## src/rtl/length_accumulator_if.sv

```systemverilog
// Beat input, flush and block-result handshake bundle for length_accumulator.
// The master drives beats and consumes results; the slave is the accumulator.
interface length_accumulator_if;
  logic        i_valid;
  logic        o_ready;
  logic [2:0]  i_pat1;
  logic [2:0]  i_pat2;
  logic        i_flush;
  logic        o_blk_valid;
  logic        i_blk_ready;
  logic [11:0] o_blk_len;
  logic        o_incompressible;
  logic        o_illegal;
  logic [5:0]  o_beat_cnt;

  modport master (
    output i_valid, i_pat1, i_pat2, i_flush, i_blk_ready,
    input  o_ready, o_blk_valid, o_blk_len, o_incompressible, o_illegal, o_beat_cnt
  );

  modport slave (
    input  i_valid, i_pat1, i_pat2, i_flush, i_blk_ready,
    output o_ready, o_blk_valid, o_blk_len, o_incompressible, o_illegal, o_beat_cnt
  );
endinterface

```

## src/rtl/length_accumulator.sv

```systemverilog
// Sums per-word compressed lengths of BEATS two-word beats into one block result,
// with early flush, sticky illegal-code flag and a valid/ready result handshake.
module length_accumulator #(
  parameter int BEATS       = 32,
  parameter int UNCOMP_BITS = 2048
) (
  input  logic                 i_clk,
  input  logic                 i_reset,
  length_accumulator_if.slave  bus
);

  typedef enum logic [1:0] {
    IDLE  = 2'd0,
    ACCUM = 2'd1,
    DONE  = 2'd2
  } state_t;

  state_t      state_reg, state_next;
  logic [11:0] acc_reg, acc_next;
  logic [5:0]  cnt_reg, cnt_next;
  logic        illegal_reg, illegal_next;

  logic [5:0]  len_lut [8];
  logic [7:0]  illegal_lut;
  logic [11:0] beat_len;
  logic        beat_illegal;
  logic        accept;
  logic        last_beat;

  function automatic logic [5:0] code_len(input logic [2:0] code);
    case (code)
      3'd0:    code_len = 6'd2;
      3'd1:    code_len = 6'd34;
      3'd2:    code_len = 6'd6;
      3'd3:    code_len = 6'd24;
      3'd4:    code_len = 6'd12;
      3'd5:    code_len = 6'd16;
      default: code_len = 6'd34;  // illegal codes cost a full raw word
    endcase
  endfunction

  genvar gi;
  generate
    for (gi = 0; gi < 8; gi++) begin : g_lut
      assign len_lut[gi]     = code_len(3'(gi));
      assign illegal_lut[gi] = (gi >= 6);
    end
  endgenerate

  assign beat_len     = 12'(len_lut[bus.i_pat1]) + 12'(len_lut[bus.i_pat2]);
  assign beat_illegal = illegal_lut[bus.i_pat1] | illegal_lut[bus.i_pat2];
  assign accept       = bus.i_valid && (state_reg != DONE);
  assign last_beat    = (cnt_reg + 6'd1) == 6'(BEATS);

  always_ff @(posedge i_clk) begin
    if (i_reset) begin
      state_reg   <= IDLE;
      acc_reg     <= 12'd0;
      cnt_reg     <= 6'd0;
      illegal_reg <= 1'b0;
    end else begin
      state_reg   <= state_next;
      acc_reg     <= acc_next;
      cnt_reg     <= cnt_next;
      illegal_reg <= illegal_next;
    end
  end

  always_comb begin
    state_next   = state_reg;
    acc_next     = acc_reg;
    cnt_next     = cnt_reg;
    illegal_next = illegal_reg;
    case (state_reg)
      IDLE, ACCUM: begin
        // IDLE always holds a cleared accumulator, so one add path serves both
        if (accept) begin
          acc_next     = acc_reg + beat_len;
          cnt_next     = cnt_reg + 6'd1;
          illegal_next = illegal_reg | beat_illegal;
        end
        if ((accept && last_beat) ||
            (bus.i_flush && (accept || state_reg == ACCUM))) begin
          state_next = DONE;
        end else if (accept) begin
          state_next = ACCUM;
        end
      end
      DONE: begin
        if (bus.i_blk_ready) begin
          state_next   = IDLE;
          acc_next     = 12'd0;
          cnt_next     = 6'd0;
          illegal_next = 1'b0;
        end
      end
      default: begin
        state_next   = IDLE;
        acc_next     = 12'd0;
        cnt_next     = 6'd0;
        illegal_next = 1'b0;
      end
    endcase
  end

  assign bus.o_ready          = (state_reg != DONE);
  assign bus.o_blk_valid      = (state_reg == DONE);
  assign bus.o_blk_len        = acc_reg;
  assign bus.o_incompressible = (32'(acc_reg) >= UNCOMP_BITS);
  assign bus.o_illegal        = illegal_reg;
  assign bus.o_beat_cnt       = cnt_reg;

endmodule

```

## src/flat_wrapper.sv

```systemverilog
// flat-port wrapper written by rule: the top's interface ports become plain ports
module length_accumulator_flat 
#(
  parameter int BEATS       = 32,
  parameter int UNCOMP_BITS = 2048
)
  (i_clk, i_reset, bus_i_valid, bus_i_pat1, bus_i_pat2, bus_i_flush, bus_i_blk_ready, bus_o_ready, bus_o_blk_valid, bus_o_blk_len, bus_o_incompressible, bus_o_illegal, bus_o_beat_cnt);
  length_accumulator_if bus_i ();
  input  logic i_clk;
  input  logic i_reset;
  input wire logic [$bits(bus_i.i_valid)-1:0] bus_i_valid;
  input wire logic [$bits(bus_i.i_pat1)-1:0] bus_i_pat1;
  input wire logic [$bits(bus_i.i_pat2)-1:0] bus_i_pat2;
  input wire logic [$bits(bus_i.i_flush)-1:0] bus_i_flush;
  input wire logic [$bits(bus_i.i_blk_ready)-1:0] bus_i_blk_ready;
  output wire logic [$bits(bus_i.o_ready)-1:0] bus_o_ready;
  output wire logic [$bits(bus_i.o_blk_valid)-1:0] bus_o_blk_valid;
  output wire logic [$bits(bus_i.o_blk_len)-1:0] bus_o_blk_len;
  output wire logic [$bits(bus_i.o_incompressible)-1:0] bus_o_incompressible;
  output wire logic [$bits(bus_i.o_illegal)-1:0] bus_o_illegal;
  output wire logic [$bits(bus_i.o_beat_cnt)-1:0] bus_o_beat_cnt;
  assign bus_i.i_valid = bus_i_valid;
  assign bus_i.i_pat1 = bus_i_pat1;
  assign bus_i.i_pat2 = bus_i_pat2;
  assign bus_i.i_flush = bus_i_flush;
  assign bus_i.i_blk_ready = bus_i_blk_ready;
  assign bus_o_ready = bus_i.o_ready;
  assign bus_o_blk_valid = bus_i.o_blk_valid;
  assign bus_o_blk_len = bus_i.o_blk_len;
  assign bus_o_incompressible = bus_i.o_incompressible;
  assign bus_o_illegal = bus_i.o_illegal;
  assign bus_o_beat_cnt = bus_i.o_beat_cnt;
  length_accumulator #(.BEATS(BEATS), .UNCOMP_BITS(UNCOMP_BITS)) u_core (.i_clk(i_clk), .i_reset(i_reset), .bus(bus_i));
endmodule
```

## config.mk

```make
export PLATFORM = sky130hd
export DESIGN_NAME = length_accumulator_flat
export DESIGN_NICKNAME = d
export VERILOG_FILES = /design/src/rtl/length_accumulator_if.sv /design/src/rtl/length_accumulator.sv /design/src/flat_wrapper.sv
export SDC_FILE = /design/constraint.sdc
export NUM_CORES = 1
export LEC_CHECK = 0
export CORE_AREA = 2 2 59 61
export CTS_BUF_LIST = sky130_fd_sc_hd__clkbuf_16
export DETAILED_ROUTE_END_ITERATION = 10
export DIE_AREA = 0 0 61 63
export HOLD_SLACK_MARGIN = 0.08
export PLACE_DENSITY_LB_ADDON = 0.15
export SYNTH_ARGS = -nofsm -noshare
export SYNTH_HDL_FRONTEND = slang
export SYNTH_SLANG_ARGS = --single-unit
```

## constraint.sdc

```tcl
create_clock -name i_clk -period 3.3 [get_ports i_clk]
set_input_delay 0.33 -clock i_clk [delete_from_list [all_inputs] [get_ports i_clk]]
set_output_delay 0.33 -clock i_clk [all_outputs]
set_load 0.05 [all_outputs]
```

==> results.py, run 1 <==
metrics = {
    "synth": {
        "synth_ff_type": "dfxtp_1",
        "syn_area_mm2": 0.00156,
        "synthDistinctLibCells": 48,
        "ys_seq_area_share_pct": 25.6,
        "avgSynthCellArea_um2": 8.49,
        "syn-num-nets": 210,
        "ys_async_sr_fraction_pct": 0,
        "synth-seq-cells": 20,
        "yosys_warnings": 0,
        "syn_inst": 184,
        "synth-edff-count": 0,
    },
    "worst_setup_path": {
        "critPathKind": "primary input to flip-flop",
        "end_kind": "flip-flop",
        "cp.required_ns": 3.49,
        "cp-start-kind": "primary input",
        "crit_fanout": 3,
        "cp.arrival_ns": 3.37,
    },
    "sta": {
        "hold_viol": 0,
        "period_share_pct": 96.3,
        "maxSlewHeadroom_pct": 52.1,
        "maxClockFrequency_ghz": 0.315,
        "setup_violations": 0,
        "final.setup_skew_ns": 0.00403,
        "finalMaxSlewViolations": 0,
        "period_minus_slack_ns": 3.18,
        "worst_pin_slew_ns": 0.717,
    },
    "cells_and_area": {
        "final_layout_size_suffix_gt1_share_pct": 14.7,
        "final_cell_count_no_fill": 270,
        "final_common_cell": "clkdlybuf4s50_1",
        "fin_area_mm2": 0.00214,
        "fin_nets": 251,
        "final_cell_mix": "clkdlybuf4s50_1, dfxtp_1, nand2_1, buf_4, a21oi_1",
        "multi_input_area_mm2": 0.00114,
        "antenna-diode-count": 0,
        "largest_reg_flops": 11,
        "fillers": 288,
        "area_growth_pct": 36.8,
        "final-seq-area_um2": 400,
    },
    "placed_design": {
        "hpwl_um": 2990,
        "post_dp_cell_area_mm2": 0.00198,
        "post-place-cells": 264,
        "gp_congestion": 0.901,
        "port_buffers": 31,
    },
    "run": {
        "maxCapViolCount": 0,
    },
    "routing": {
        "drc_errors": 0,
        "avgRoutedWirePerCell_um": 15.6,
        "firstDrtPassIters": 4,
        "via_count": 1563,
        "totalWireLength_um": 4210,
        "drtIter0Drc": 77,
        "vias_per_cell": 5.79,
        "ant_nets": 0,
    },
    "power": {
        "p_clk_share_pct": 33.5,
        "pwr-share-seq_pct": 27.6,
        "p_sw_share_pct": 33.7,
        "p_int_uw": 673,
        "comb_power_share_pct": 39.0,
        "p_leak_nw": 0.936,
        "switchingPower_uw": 343,
        "power_density_mw_per_mm2": 476,
        "ir_drop_v": 0.000372,
    },
    "clocking": {
        "cts.sinks": 20,
        "htreeDepth": 1,
        "clk_pin_slew_worst_paths_ns": 0.06,
        "insertion_delay_ns": 0.26,
        "hold_buffers": 0,
        "clock-root-buffer": "clkbuf_16",
        "cts.path.max_buffers": 2,
        "cts_tree": "yes",
        "cts_buffers": 3,
    },
    "floorplan": {
        "core_mm2": 0.00323,
        "ios": 33,
        "dieWidth_um": 61,
        "rows": 21,
        "start_util_pct": 48.3,
        "die_y_um": 63,
        "dieArea_mm2": 0.00384,
    },
    "global_route": {
        "grt_pass1_vias": 1550,
        "grtUsageTotal_pct": 23.2,
        "grt_max_degree": 20,
        "grt.overflow.total": 0,
        "grt_pass1_wl_um": 7010,
        "antenna_found_initial": 0,
    },
    "outcome": {
        "status": "completed",
    },
    "hold_path": {
        "hold_path.class": "flip-flop to flip-flop",
    },
}
## Yosys cell counts, types with 2 or more instances
cell / number / share of area [%]
dfxtp_1: 20 / 26
a21oi_1: 14 / 4.5
nand2_1: 14 / 3.4
ha_1: 13 / 10
nor2_1: 13 / 3.1
a21o_1: 9 / 4.3
nor2b_1: 7 / 2.8
clkbuf_1: 6 / 1.4
mux2i_1: 6 / 3.8
xnor2_1: 6 / 3.4
o21ai_0: 5 / 1.6
a211o_1: 4 / 2.2
nand2b_1: 4 / 1.6
nand3_1: 4 / 1.3
nor3_1: 4 / 1.3
o31ai_1: 4 / 1.9
a211oi_1: 3 / 1.4
nand3b_1: 3 / 1.4
or3_1: 3 / 1.2
or4_1: 3 / 1.4
a21boi_1: 2 / 0.96
a22oi_1: 2 / 0.96
buf_2: 2 / 0.64
fa_1: 2 / 2.6
inv_1: 2 / 0.48
mux2_2: 2 / 1.4
nor3b_1: 2 / 0.96
nor4_1: 2 / 0.80
o21a_1: 2 / 0.96
o21bai_1: 2 / 0.96
or2_2: 2 / 0.80
## power groups by stage
stage | Combinational [mW] | Sequential (mW) | Clock (mW)
2_1_floorplan | 0.208 | 0.330 | 0
3_3_place_gp | 0.361 | 0.284 | 0
3_5_place_dp | 0.369 | 0.285 | 0
4_1_cts | 0.377 | 0.280 | 0.340
5_1_grt | 0.430 | 0.283 | 0.353
6_report | 0.396 | 0.280 | 0.340
## area by class of cell
class / count / area share [%]
Clock buffer: 3 / 3.51
Sequential cell: 20 / 18.7
Inverter: 2 / 0.351
Timing Repair Buffer: 45 / 19.7
Multi-Input combinational cell: 153 / 53.6
Clock inverter: 1 / 1.41
Tap cell: 46 / 2.69
## cells by family (layout without fill, tap and decap cells)
kind of cell | Yosys count | count (layout) | share of synthesized area [%]
fa+ha+maj | 15 | 15 | 13.0
simple gates | 68 | 68 | 24.1
compound gates | 54 | 54 | 24.8
mux | 8 | 8 | 5.29
flops | 20 | 20 | 25.6
buf+inv | 11 | 51 | 3.05
xor+xnor | 7 | 7 | 3.93
other cells | 1 | 1 | 0.240
## path summary, 6_finish.rpt
path	slack, ns	cells after the start	from	to
min reg2reg	0.47	1	u_core.bus.o_illegal$_SDFFE_PP0P_	u_core.bus.o_illegal$_SDFFE_PP0P_
max reg2reg	1.14	7	u_core.bus.o_blk_len[1]$_SDFFE_PP0P_	u_core.bus.o_blk_len[7]$_SDFFE_PP0P_
min	0.47	1	u_core.bus.o_illegal$_SDFFE_PP0P_	u_core.bus.o_illegal$_SDFFE_PP0P_
max	0.12	10	bus_i_pat1[1]	u_core.bus.o_blk_len[7]$_SDFFE_PP0P_
## worst max-delay path: stages
cell and delay (ns):
clkdlybuf4s50_1 0.57, mux2i_1 0.23, ha_2 0.22, fa_2 0.47
fa_1 0.46, a211o_1 0.38, a211oi_2 0.33, buf_4 0.18
o31ai_1 0.07, a21boi_1 0.13
## metal layers
| metal | track usage, % | up-vias | share of wire (%) |
|---|---|---|---|
| li1 | - | 759 | - |
| met1 | 31.6 | 758 | 45 |
| met2 | 38.2 | 41 | 50 |
| met3 | 3.31 | 5 | 3.7 |
| met4 | 5.16 | 0 | 1.0 |
| met5 | 0 | - | 0 |
## metrics by stage
stage,power (mW),TNS [ns],utilization [%],hold WS (ns),worst slack [ns]
6_report,1.02,0,66.1,0.470,0.124
3_3_place_gp,0.644,-0.0796,61.2,0.451,-0.0438
5_1_grt,1.07,-0.0148,66.1,0.504,-0.00931
2_1_floorplan,0.538,0,-,0.495,0.474
4_1_cts,0.997,0,64.7,0.476,0.0664
3_5_place_dp,0.654,-0.790,61.2,0.454,-0.177
## what timing repair did
action,in CTS,in global routing
pin swaps,0,3
cloned,0,0
resized for setup,1,9
hold endpoints to repair,0,0
buffers inserted,0,2
setup endpoints to repair,2,7
No activity file was read; power rests on OpenSTA's default activity.
==> run 2, diff against run 1 <==
--- a/config.mk
+++ b/config.mk
@@ -11,6 +11,7 @@
 export DIE_AREA = 0 0 61 63
 export HOLD_SLACK_MARGIN = 0.08
 export PLACE_DENSITY_LB_ADDON = 0.15
+export REMOVE_ABC_BUFFERS = 1
 export SYNTH_ARGS = -nofsm -noshare
 export SYNTH_HDL_FRONTEND = slang
 export SYNTH_SLANG_ARGS = --single-unit
==> run 2 against run 1 <==
  * Final area shrank 2.3%
  * Sequential share of layout area grew 0.44 points
  * Wire length shrank 9.7%
  * Die area is the same
  * Core utilization shrank 1.5 points
  * Sequential power is essentially flat
  * Register-to-register slack gained 0.13 ns
  * Via count shrank 2.0%
  * Sequential cell count is the same
  * Critical path type unchanged
  * Largest cell class unchanged
==> results.py, run 2 (same netlist as run 1, synthesis figures left out) <==
metrics = {
    "outcome": {
        "status": "completed",
    },
    "floorplan": {
        "core_mm2": 0.00323,
        "start_util_pct": 48.3,
        "rows": 21,
        "dieWidth_um": 61,
        "dieArea_mm2": 0.00384,
        "die_y_um": 63,
        "ios": 33,
    },
    "global_route": {
        "grt_pass1_wl_um": 6380,
        "grt_max_degree": 20,
        "grtUsageTotal_pct": 21.7,
        "grt_pass1_vias": 1498,
        "grt.overflow.total": 0,
        "antenna_found_initial": 0,
    },
    "clocking": {
        "clock-root-buffer": "clkbuf_16",
        "clk_pin_slew_worst_paths_ns": 0.05,
        "cts_tree": "yes",
        "cts.path.max_buffers": 2,
        "cts.sinks": 20,
        "postCtsSetupRepairBufs": 0,
        "cts_buffers": 3,
        "htreeDepth": 1,
        "insertion_delay_ns": 0.25,
    },
    "sta": {
        "hold_viol": 0,
        "maxSlewHeadroom_pct": 63.5,
        "finalMaxSlewViolations": 0,
        "final.setup_skew_ns": 0.00186,
        "maxClockFrequency_ghz": 0.325,
        "worst_pin_slew_ns": 0.545,
        "period_share_pct": 93.1,
        "setup_violations": 0,
        "rsz0062_at_grt": "no",
        "period_minus_slack_ns": 3.07,
        "fin_setup_tns_ns": 0,
    },
    "cells_and_area": {
        "final_cell_mix": "clkdlybuf4s50_1, dfxtp_1, nand2_1",
        "area_growth_pct": 33.7,
        "largest_reg_flops": 11,
        "fillers": 295,
        "final-seq-area_um2": 400,
        "antenna-diode-count": 0,
        "multi_input_area_mm2": 0.00113,
        "fin_nets": 250,
        "final_common_cell": "clkdlybuf4s50_1",
        "final_layout_size_suffix_gt1_share_pct": 13.5,
        "final_util_pct": 64.6,
    },
    "routing": {
        "avgRoutedWirePerCell_um": 14.1,
        "via_count": 1531,
        "vias_per_cell": 5.69,
        "firstDrtPassIters": 4,
        "drc_errors": 0,
        "totalWireLength_um": 3800,
        "drtIter0Drc": 52,
        "ant_nets": 0,
    },
    "power": {
        "power_density_mw_per_mm2": 437,
        "ir_drop_v": 0.000231,
        "power.total_uw": 912,
        "p_leak_nw": 0.903,
    },
    "worst_setup_path": {
        "crit_fanout": 5,
        "reg2reg_from": "u_core.bus.o_blk_len[1]$_SDFFE_PP0P_",
        "critPathKind": "primary input to flip-flop",
        "reg2regPathDepth": 6,
        "cp-start-kind": "primary input",
        "startpoint": "bus_i_pat1[2]",
        "cp.required_ns": 3.48,
        "end_kind": "flip-flop",
        "endpoint": "u_core.bus.o_blk_len[9]$_SDFFE_PP0P_",
        "r2r_slack_ns": 1.27,
        "cp.arrival_ns": 3.25,
        "r2r_end": "u_core.bus.o_blk_len[11]$_SDFFE_PP0P_",
    },
    "run": {
        "maxCapViolCount": 0,
    },
    "hold_path": {
        "hold_path.class": "flip-flop to flip-flop",
    },
    "placed_design": {
        "hpwl_um": 2860,
        "port_buffers": 31,
        "gp_congestion": 0.880,
    },
}
-- run 2: worst min path at each step --
stage | from | end | slack, ns | cells after the start
global placement | u_core.bus.o_illegal$_SDFFE_PP0P_ | u_core.bus.o_illegal$_SDFFE_PP0P_ | 0.45 | 1
floorplan | i_reset | u_core.bus.o_beat_cnt[1]$_SDFFE_PP0P_ | 0.40 | 1
global route | u_core.bus.o_blk_len[4]$_SDFFE_PP0P_ | u_core.bus.o_blk_len[4]$_SDFFE_PP0P_ | 0.50 | 2
CTS | u_core.bus.o_blk_len[4]$_SDFFE_PP0P_ | u_core.bus.o_blk_len[4]$_SDFFE_PP0P_ | 0.48 | 2
finish | u_core.bus.o_blk_len[4]$_SDFFE_PP0P_ | u_core.bus.o_blk_len[4]$_SDFFE_PP0P_ | 0.47 | 2
detailed placement | u_core.bus.o_blk_len[4]$_SDFFE_PP0P_ | u_core.bus.o_blk_len[4]$_SDFFE_PP0P_ | 0.47 | 2
-- run 2: power by group --
part	leakage (nW)	internal, mW	switching [mW]
sequential	0.163	0.258	0.0195
combinational	0.702	0.168	0.215
clock	0.0385	0.161	0.0899
total	0.903	0.588	0.324
-- run 2: layer usage --
metal | global-route usage [%] | share of wire [%] | vias up
met5 | 0 | 0 | -
li1 | - | - | 755
met1 | 25.2 | 41 | 712
met3 | 4.35 | 5.9 | 10
met2 | 36.4 | 50 | 54
met4 | 11.1 | 2.3 | 0
-- run 2: critical path, stage by stage --
cell and delay (ns):
clkdlybuf4s50_1 0.44, buf_4 0.17, xnor2_1 0.21, nor2_2 0.09, ha_1 0.27, a21o_1 0.17
a21oi_1 0.24, o21bai_1 0.11, a21o_1 0.20, ha_1 0.29, nor2_1 0.07, or4_1 0.51
a21boi_1 0.16
-- run 2: timing repair --
action,in CTS,in global routing
gates resized for setup,0,7
setup endpoints to repair,0,6
hold buffers,0,0
-- run 2: final cells by class --
class,instances,area share (%)
clock inverters,1,0.180
inverters,2,0.360
repair buffers,44,19.7
clock buffers,3,3.60
well taps,46,2.76
multi-input cells,153,54.3
flip-flops and latches,20,19.2
-- run 2: per-stage QoR --
step / hold slack [ns] / instances / instance area [µm²] / setup WS, ns
2_1_floorplan: 0.399 / 175 / 1520 / 0.585
3_3_place_gp: 0.448 / 265 / 1990 / -0.0387
3_5_place_dp: 0.468 / 265 / 1990 / -0.164
4_1_cts: 0.476 / 269 / 2070 / 0.103
5_1_grt: 0.496 / 269 / 2090 / 0.0140
6_report: 0.472 / 269 / 2090 / 0.227
